### config.mk
export PLATFORM = sky130hd
export DESIGN_NAME = wb_dbg_bridge
export DESIGN_NICKNAME = d
export VERILOG_FILES = /design/src/rtl/wb_dbg_bridge.sv
export SDC_FILE = /design/constraint.sdc
export NUM_CORES = 1
export LEC_CHECK = 0
export BUFFER_PORTS_ARGS = -buffer_cell sky130_fd_sc_hd__buf_2
export CELL_PAD_IN_SITES_DETAIL_PLACEMENT = 0
export CELL_PAD_IN_SITES_GLOBAL_PLACEMENT = 2
export CORE_UTILIZATION = 37
export DETAILED_ROUTE_END_ITERATION = 7
export GPL_TIMING_DRIVEN = 0
export PLACE_DENSITY_LB_ADDON = 0.05
export SETUP_SLACK_MARGIN = 0.05
export SYNTH_ARGS = -nofsm -noshare
export SYNTH_HDL_FRONTEND = slang
export SYNTH_SLANG_ARGS = --single-unit
### constraint.sdc
create_clock -name clk -period 8 [get_ports clk]
set_clock_uncertainty 0.2 [all_clocks]
set_input_delay 1.6 -clock clk [delete_from_list [all_inputs] [get_ports clk]]
set_output_delay 1.6 -clock clk [all_outputs]
set_load 0.02 [all_outputs]
### src/rtl/wb_dbg_bridge.sv
`default_nettype none
// ============================================================================
// Module  : wb_dbg_bridge
// Purpose : Host byte-stream command frames to single-beat Wishbone cycles,
//           with read data or a status byte returned on the transmit stream.
// Revision: 1.0 - initial release
// ============================================================================
module wb_dbg_bridge #(
  parameter int WB_AW    = 16,
  parameter int BUS_TO_W = 8,
  parameter int RX_TO_W  = 16
) (
  input  logic             clk,
  input  logic             rst,
  input  logic [7:0]       rx_data,
  input  logic             rx_stb,
  output logic [7:0]       tx_data,
  output logic             tx_valid,
  input  logic             tx_ack,
  output logic [WB_AW-1:0] wb_addr,
  output logic [31:0]      wb_wdata,
  output logic [3:0]       wb_wmsk,
  output logic             wb_we,
  output logic             wb_cyc,
  input  logic [31:0]      wb_rdata,
  input  logic             wb_ack,
  output logic             busy
);

  typedef enum logic [2:0] {
    S_IDLE = 3'd0,
    S_ADDR = 3'd1,
    S_DATA = 3'd2,
    S_BUS  = 3'd3,
    S_RESP = 3'd4
  } state_t;

  state_t              state_q, state_d;
  logic [2:0]          cnt_q, cnt_d;
  logic                we_q, we_d;
  logic [3:0]          wmsk_q, wmsk_d;
  logic [WB_AW-1:0]    addr_q, addr_d;
  logic [31:0]         wdata_q, wdata_d;
  logic [31:0]         resp_q, resp_d;
  logic [BUS_TO_W-1:0] bto_q, bto_d;
  logic [RX_TO_W-1:0]  rto_q, rto_d;
  logic                cmd_rd, cmd_wr;

  assign cmd_rd = (rx_data[7:4] == 4'h1);
  assign cmd_wr = (rx_data[7:4] == 4'h2);

  always_comb begin
    state_d = state_q;
    cnt_d   = cnt_q;
    we_d    = we_q;
    wmsk_d  = wmsk_q;
    addr_d  = addr_q;
    wdata_d = wdata_q;
    resp_d  = resp_q;
    bto_d   = '0;
    rto_d   = '0;
    case (state_q)
      S_IDLE: begin
        if (rx_stb && (cmd_rd || cmd_wr)) begin
          we_d    = cmd_wr;
          wmsk_d  = cmd_wr ? rx_data[3:0] : 4'h0;
          addr_d  = '0;
          cnt_d   = 3'd0;
          state_d = S_ADDR;
        end
      end
      S_ADDR, S_DATA: begin
        if (rx_stb) begin
          cnt_d = cnt_q + 3'd1;
          if (state_q == S_ADDR) begin
            // Shifting into a WB_AW-wide register truncates or zero-extends the 16-bit address.
            addr_d = WB_AW'({addr_q, rx_data});
            if (cnt_q == 3'd1) begin
              cnt_d   = 3'd0;
              state_d = we_q ? S_DATA : S_BUS;
            end
          end else begin
            wdata_d = {wdata_q[23:0], rx_data};
            if (cnt_q == 3'd3) state_d = S_BUS;
          end
        end else if (&rto_q) begin
          state_d = S_IDLE;
        end else begin
          rto_d = rto_q + 1'b1;
        end
      end
      S_BUS: begin
        // cnt_q is reused as the number of response bytes still to send.
        if (wb_ack) begin
          resp_d  = we_q ? {8'hAA, 24'h0} : wb_rdata;
          cnt_d   = we_q ? 3'd1 : 3'd4;
          state_d = S_RESP;
        end else if (&bto_q) begin
          resp_d  = {8'hEE, 24'h0};
          cnt_d   = 3'd1;
          state_d = S_RESP;
        end else begin
          bto_d = bto_q + 1'b1;
        end
      end
      S_RESP: begin
        if (tx_ack) begin
          resp_d = {resp_q[23:0], 8'h00};
          cnt_d  = cnt_q - 3'd1;
          if (cnt_q == 3'd1) state_d = S_IDLE;
        end
      end
      default: state_d = S_IDLE;
    endcase
  end

  always_ff @(posedge clk or posedge rst) begin
    if (rst) begin
      state_q <= S_IDLE;
      cnt_q   <= 3'd0;
      we_q    <= 1'b0;
      wmsk_q  <= 4'h0;
      addr_q  <= '0;
      wdata_q <= 32'h0;
      resp_q  <= 32'h0;
      bto_q   <= '0;
      rto_q   <= '0;
    end else begin
      state_q <= state_d;
      cnt_q   <= cnt_d;
      we_q    <= we_d;
      wmsk_q  <= wmsk_d;
      addr_q  <= addr_d;
      wdata_q <= wdata_d;
      resp_q  <= resp_d;
      bto_q   <= bto_d;
      rto_q   <= rto_d;
    end
  end

  assign wb_cyc   = (state_q == S_BUS);
  assign tx_valid = (state_q == S_RESP);
  assign busy     = (state_q != S_IDLE);
  assign tx_data  = resp_q[31:24];
  assign wb_addr  = addr_q;
  assign wb_wdata = wdata_q;
  assign wb_wmsk  = wmsk_q;
  assign wb_we    = we_q;

endmodule
`default_nettype wire

==> results of run 1 <==
state kept, by name, indices dropped and copies added (netlist names):
register / cells
state_q: 3
bto_q: 8
wb_we: 1
rto_q: 16
wb_addr: 16
cnt_q: 3
wb_wdata: 32
resp_q: 32
wb_wmsk: 4
how the worst min path moves through the flow:
stage                           end  slack [ps]
after floorplan           resp_q[0]         240
after global placement    resp_q[0]         250
after detailed placement  resp_q[6]         260
after CTS                 resp_q[6]         270
after global routing      resp_q[6]         290
final                     resp_q[4]         260
final cells by class:
cell class	count	area, µm²	area share
flip-flops and latches	115	2880	0.431
multi-input cells	353	2180	0.326
repair buffers	108	563	0.0843
clock buffers	20	457	0.0684
well taps	180	225	0.0337
plain buffers	37	214	0.0320
clock inverters	10	110	0.0165
inverters	13	53.8	0.00806
power by group through the flow:
| stage | Sequential [W] | Clock [W] | Combinational [W] |
|---|---|---|---|
| after floorplan | 0.00105 | 0 | 0.000580 |
| after global placement | 0.000929 | 0 | 0.000996 |
| after detailed placement | 0.000941 | 0 | 0.00101 |
| after CTS | 0.000931 | 0.000738 | 0.00101 |
| after global routing | 0.000959 | 0.000766 | 0.00111 |
| final | 0.000928 | 0.000720 | 0.000993 |
synthesized netlist by cell type:
cell,count
a211o_1,2
a211oi_4,1
a21oi_1,5
a221oi_1,1
a222oi_1,1
a311o_1,1
a31oi_1,6
a31oi_2,14
a41o_1,1
a41oi_1,1
and2_1,2
and3_1,1
and4_1,2
buf_2,12
buf_4,10
buf_6,3
clkbuf_1,12
dfrtp_1,115
ha_1,6
inv_1,13
mux2_2,35
mux2i_1,4
nand2_1,93
nand2b_1,4
nand3_1,37
nand3b_1,2
nand4_1,4
nand4b_1,1
nand4bb_1,1
nor2_1,52
nor2_2,1
nor2b_1,3
nor3_1,2
nor3_2,1
nor3b_2,1
o21ai_0,38
o22ai_1,1
or2_2,1
or3_1,5
or3b_1,1
xnor2_1,9
xor2_1,13
worst max-delay path: stages (launching register included):
cell and delay (ps):
dfrtp_1 460, or3b_1 410, buf_2 170, inv_1 170
clkbuf_1 400, buf_2 260
cell families (layout without fill, tap and decap cells):
family                     count (synthesis)  in the layout  synth area share
DFF                                      115            115             0.541
AOI/OAI and AO/OA                         72             72            0.0977
adders and majority gates                  6              6            0.0141
xor gates and xnor gates                  22             22            0.0362
and+or+nand+nor                          214            214             0.180
muxes                                     39             39            0.0817
buffers and inverters                     50            188            0.0494
per-layer routing:
metal | wire length [µm] | GRT usage
met3 | 637 | 0.0571
met5 | 13 | 0
met1 | 5980 | 0.243
met4 | 116 | 0.0494
met2 | 5600 | 0.281
per-stage QoR:
| stage | worst slack [ps] | hold WS (ps) |
|---|---|---|
| 4_1_cts | 3890 | 271 |
| 2_1_floorplan | 3160 | 239 |
| 3_3_place_gp | 1720 | 252 |
| 6_report | 3910 | 263 |
| 5_1_grt | 3770 | 294 |
| 3_5_place_dp | 4290 | 257 |
==> impl_metrics.yaml, run 1 <==
job:
  drv_cap: 0
setup_path:
  cp_max_fo: 10
  reg2reg_from: "state_q[1]"
  startpoint: "state_q[0]"
  cp-start-kind: "flip-flop"
  r2r-end: "state_q[0]"
  cp-endpoint: "tx_valid"
  reg2reg_depth: 6
  endpoint_kind: "primary output"
  path_class: "reg -> out"
  crit_arrival_ps: 2290
  required_ps: 6200
  ff2ff_setup_slack_ps: 5490
synth:
  ys_warn_count: 0
  ys_seq_area_frac: 0.541
  synth_area_leaders: "dfrtp_1 (54%), mux2_2 (7.4%), nand2_1 (6.6%), nor2_1 (3.7%), o21ai_0 (3.6%)"
  yosysTopAreaCell: "dfrtp_1"
  synth_fp_nets: 569
  ys_seq_elements: 115
  avgSynthCellArea_um2: 10.3
  synth_cells: 518
  yosys.cell_types.count: 42
  syn_area_um2: 5320
  synth_top_cell_area_share: 0.541
placed_design:
  dpl.hpwl_mm: 8.88
  routabilityCongestion: 0.770
  dpl-instance-area_um2: 6110
  io_buffers: 107
  dp_cells: 806
layout:
  final_cell_area_um2: 6680
  fin_nets: 696
  final_util: 0.479
  drive_gt1_frac: 0.331
  diodes: 0
  syn2layout_area_growth_pct: 25.6
  fillers: 1349
  layout_commonest_cell: "buf_2"
  fin_cells: 836
  final_cell_mix: "buf_2 (119), dfrtp_1 (115), nand2_1 (93)"
global_routing:
  grt_max_degree: 81
  grt_pass1_wl_mm: 20.5
  grt_pass1_vias: 4013
  antenna_found_initial: 1
  grt_overflow_total: 0
  track_usage: 0.181
timing:
  rsz0062_at_grt: "false"
  worst_pin_slew_ps: 644
  finalSetupTns_ps: 0
  slew_violations: 0
  fmax_mhz: 245
  fin_crit_ps: 4090
  min_period_over_period: 0.511
  setup_violations: 0
  maxSlewHeadroom: 0.569
  finalHoldViolations: 0
min_path:
  hp-class: "reg -> reg"
  hold_depth: 2
  min_from: "resp_q[4]"
clock_tree:
  cts_buffers: 17
  ctsResizeCount: 0
  cts_setup_buffers: 0
  cts_max_path_buffers: 2
  hold_buffers: 0
  cts_max_level: 4
  cts_sinks: 115
  path_clk_slew_ps: 50
  cts-root-buf: "clkbuf_16"
  cts_tree: "done"
  worstSkewPairLatency_ps: 400
power_and_ir_drop:
  internal_power_w: 0.00166
  clock_power_share: 0.273
  power.share.switching: 0.371
  power.switching_w: 0.000980
  seqPwrFrac: 0.351
  peakVddDrop_mv: 0.182
  pwr-share-comb: 0.376
  p_total_w: 0.00264
  p_leak_nw: 3.15
  power_density_nw_per_um2: 395
die:
  rows: 43
  start_util: 0.382
  dieArea_um2: 14900
  io_pins: 109
  die-height_um: 122
  die_w_um: 122
  core_um2: 13900
drt:
  drtIter0Drc: 190
  wl_per_cell_um: 14.8
  num_vias: 4049
  drtAntennaViolNets: 0
  wl_mm: 12.3
  firstDrtPassIters: 4
  routed_via_density: 4.84
  drc: 0
outcome:
  status: "complete, no violations"
Power figures use the tool's default switching activity.
==> run 2: changes to the inputs <==
Settings changed: CORE_UTILIZATION 37 to 34.
Clock period 8 ns to 4 ns, I/O delays scaled along.
==> impl_metrics.yaml, run 2 (same netlist as run 1, synthesis figures left out) <==
clock_tree:
  cts_max_path_buffers: 2
  cts_max_level: 4
  cts_sinks: 115
  cts_buffers: 17
  path_clk_slew_ps: 60
  cts-root-buf: "clkbuf_16"
  worstSkewPairLatency_ps: 410
  cts_tree: "done"
  cts_setup_buffers: 0
  hold_buffers: 0
  ctsResizeCount: 0
setup_path:
  timing.critical_path.buf_inv: 4
  cp_slowest_cell: "dfrtp_1"
  critical_path.top_delay_family: "buffers and inverters"
  reg2reg_from: "state_q[1]"
  required_ps: 3000
  cp-endpoint: "tx_valid"
  cp_max_fo: 10
  slowest_delay_ps: 460
  endpoint_kind: "primary output"
  reg2reg_depth: 6
  cp_common_cell: "buf_2"
  cp-start-kind: "flip-flop"
  r2r-end: "cnt_q[0]"
  path_cells: "or3b_1 > buf_2 > inv_1 > clkbuf_1 > buf_2"
  cp.depth: 5
  path_class: "reg -> out"
  startpoint: "state_q[0]"
  crit_arrival_ps: 2270
  ff2ff_setup_slack_ps: 1500
job:
  drv_cap: 0
timing:
  fmax_mhz: 306
  fin_crit_ps: 3270
  min_period_over_period: 0.818
  hold_ws_ps: 216
  finalHoldViolations: 0
  setup_violations: 0
  finalSetupTns_ps: 0
  rsz0062_at_grt: "false"
  maxSlewHeadroom: 0.567
  worst_pin_slew_ps: 647
  slew_violations: 0
power_and_ir_drop:
  p_leak_nw: 3.18
  peakVddDrop_mv: 0.331
  power_density_nw_per_um2: 787
layout:
  drive_gt1_frac: 0.336
  diodes: 0
  syn2layout_area_growth_pct: 27.1
  multi_input_area_um2: 2180
  fillers: 1504
  regArea_um2: 2880
  final_cell_mix: "buf_2 (119), dfrtp_1 (115), nand2_1 (93)"
  layout_commonest_cell: "buf_2"
  fin_nets: 698
die:
  start_util: 0.348
  dieArea_um2: 16100
  die_w_um: 127
  rows: 45
  core_um2: 15300
  io_pins: 109
  die-height_um: 127
global_routing:
  grt_max_degree: 36
  grt_pass1_vias: 4104
  top_usage_layer: "met2"
  antenna_found_initial: 1
  grtUsageMet3: 0.0436
  grt_util_met1: 0.224
  grt_pass1_wl_mm: 21.4
  use_met2: 0.277
  grt_overflow_total: 0
  track_usage: 0.173
placed_design:
  dpl.hpwl_mm: 9.30
  routabilityCongestion: 0.782
  io_buffers: 107
drt:
  routed_via_density: 4.65
  drc: 0
  wl_mm: 12.6
  num_vias: 4051
  drtIter0Drc: 185
  wl_per_cell_um: 14.5
  drtAntennaViolNets: 0
  firstDrtPassIters: 4
outcome:
  status: "complete, no violations"
min_path:
  hp-class: "in -> async"
==> run 2: changes by cell type in the layout (fill, tap and decap cells not counted), moves of 2 or more <==
cell,before,now
clkinv_2,4,2
clkinvlp_4,4,2
inv_6,1,7
inv_8,0,2
buf_12,0,3
==> run 2: worst min-delay path by stage <==
stage	endpoint	slack (ps)
2_1_floorplan	resp_q[0]	240
3_3_place_gp	resp_q[3]	250
3_5_place_dp	resp_q[0]	260
4_1_cts	resp_q[2]	210
5_1_grt	resp_q[4]	220
6_report	resp_q[2]	220
==> run 2: metrics by stage <==
stage	util	instances	setup WS [ps]	instance area, µm²	total power [W]
after floorplan	-	518	1560	5320	0.00326
after global placement	0.401	836	713	6120	0.00386
after detailed placement	0.405	839	1080	6180	0.00391
after CTS	0.443	871	680	6760	0.00541
after global routing	0.443	871	531	6760	0.00572
final	0.443	871	729	6760	0.00532
==> run 2: routing by layer <==
layer	part of all wire	wire length [µm]	vias to the layer above
met1	0.47	5980	1930
met3	0.044	561	13
met5	0.00063	8	-
met4	0.012	155	2
met2	0.47	5940	91
li1	-	-	2015
==> run 2: final cells by class <==
type | count | area share
buffer | 37 | 0.0317
clock buffer | 18 | 0.0650
clock inverter | 14 | 0.0207
inverter | 13 | 0.00777
multi-input combinational | 353 | 0.322
sequential | 115 | 0.426
tap | 211 | 0.0391
timing repair buffer | 110 | 0.0881
==> run 2: report_power, final <==
group | internal, W | switching [W]
clock | 0.000890 | 0.000586
combinational | 0.000803 | 0.00119
sequential | 0.00158 | 0.000268
total | 0.00327 | 0.00205
==> run 3: changes to the inputs <==
Settings changed: CORE_UTILIZATION 34 to 31.
Clock period 4 ns to 3 ns, I/O delays scaled along.
==> impl_metrics.yaml, run 3 (same netlist as run 1, synthesis figures left out) <==
outcome:
  status: "complete, no violations"
setup_path:
  cp_common_cell: "buf_2"
  endpoint_kind: "primary output"
  path_cells: "or3b_1 > buf_2 > inv_1 > clkbuf_4 > buf_2"
  crit_arrival_ps: 2030
  cp_slowest_cell: "dfrtp_1"
  cp-start-kind: "flip-flop"
  required_ps: 2200
  slowest_delay_ps: 450
  path_class: "reg -> out"
  cp_max_fo: 10
layout:
  drive_gt1_frac: 0.335
  final_cell_area_um2: 6860
  final_cell_mix: "buf_2 (119), dfrtp_1 (115), nand2_1 (93)"
  layout_commonest_cell: "buf_2"
  syn2layout_area_growth_pct: 29.0
  fin_nets: 698
drt:
  drtIter0Drc: 129
  drtAntennaViolNets: 0
  drc: 0
  num_vias: 4062
  firstDrtPassIters: 4
  wl_mm: 12.9
  routed_via_density: 4.61
  wl_per_cell_um: 14.6
die:
  dieArea_um2: 17700
  io_pins: 109
  rows: 47
  start_util: 0.319
  die-height_um: 133
  core_um2: 16600
  die_w_um: 133
placed_design:
  routabilityCongestion: 0.745
  pre_cts_slack_ps: 290
  io_buffers: 107
  dpl-instance-area_um2: 6190
  dpl.hpwl_mm: 9.51
clock_tree:
  cts_buffers: 17
  path_clk_slew_ps: 50
  cts-root-buf: "clkbuf_16"
  cts_tree: "done"
  cts_sinks: 115
  cts_max_level: 4
  worstSkewPairLatency_ps: 410
  cts_max_path_buffers: 2
global_routing:
  antenna_found_initial: 2
  grt_pass1_vias: 4188
  track_usage: 0.161
  grt_max_degree: 37
  grt_pass1_wl_mm: 21.8
  grt_overflow_total: 0
power_and_ir_drop:
  p_total_w: 0.00739
  peakVddDrop_mv: 0.461
  power_density_nw_per_um2: 1080
  p_leak_nw: 3.21
timing:
  fin_crit_ps: 2830
  slew_violations: 0
  fin_ws_ps: 170
  min_period_over_period: 0.943
  finalSetupTns_ps: 0
  fmax_mhz: 353
  maxSlewHeadroom: 0.576
  rsz0062_at_grt: "false"
  setup_violations: 0
  finalHoldViolations: 0
  worst_pin_slew_ps: 628
job:
  drv_cap: 0
min_path:
  hp-class: "in -> async"
==> run 3: changes by cell type in the layout (fill, tap and decap cells not counted) <==
cell,delta
clkbuf_4,+1
inv_6,-4
diode_2,+2
clkbuf_8,+1
clkbuf_1,+1
clkinv_2,-1
inv_8,-2
bufinv_16,+4
==> run 3: path summary, 6_finish.rpt <==
kind,startpoint,cells after the start,slack [ps],endpoint
max,state_q[0],5,170,tx_valid
min,rst,2,70,bto_q[7]
max reg2reg,state_q[1],6,490,state_q[0]
min reg2reg,resp_q[6],2,270,resp_q[6]
max in group asynchronous,rst,4,1740,wb_wdata[26]
min in group clk,wb_rdata[1],3,210,resp_q[1]
==> run 3: worst max-delay path, delay by kind of cell, from the launching register on <==
kind                   cells  cell delay (ps)
AND/OR/NAND/NOR            1              390
flip-flops                 1              450
buffers and inverters      4              770
==> run 3: final cells by class <==
class,instances,area [µm²]
multi-input combinational,353,2180
inverter,13,52.6
sequential,115,2880
clock buffer,21,460
tap,220,275
antenna,2,5.00
fill,1670,9780
buffer,37,218
clock inverter,11,198
timing repair buffer,110,596
==> run 3: metal layers <==
layer | vias up | global-route usage | wire [µm]
li1 | 2018 | - | -
met1 | 1937 | 0.210 | 5980
met2 | 95 | 0.250 | 6040
met3 | 12 | 0.0467 | 698
met4 | 0 | 0.0613 | 159
met5 | - | 0 | 0
==> run 3: timing repair <==
action | 4_1_cts | 5_1_grt
buffers inserted | 0 | 0
hold buffers | 0 | 0
endpoints found under the setup margin | 1 | 1
gates resized for setup | 1 | 2
pin swaps | 0 | 0
==> run 3: metrics by stage <==
stage	std cells	util	hold WS [ps]
after global placement	845	0.368	255
after floorplan	518	-	239
final	882	0.412	65.2
after global routing	880	0.412	106
after CTS	880	0.412	72.5
after detailed placement	848	0.372	258
==> run 3: report_power, final <==
group | switching, W | internal (W)
Sequential | 0.000357 | 0.00211
Combinational | 0.00160 | 0.00107
Clock | 0.000722 | 0.00153
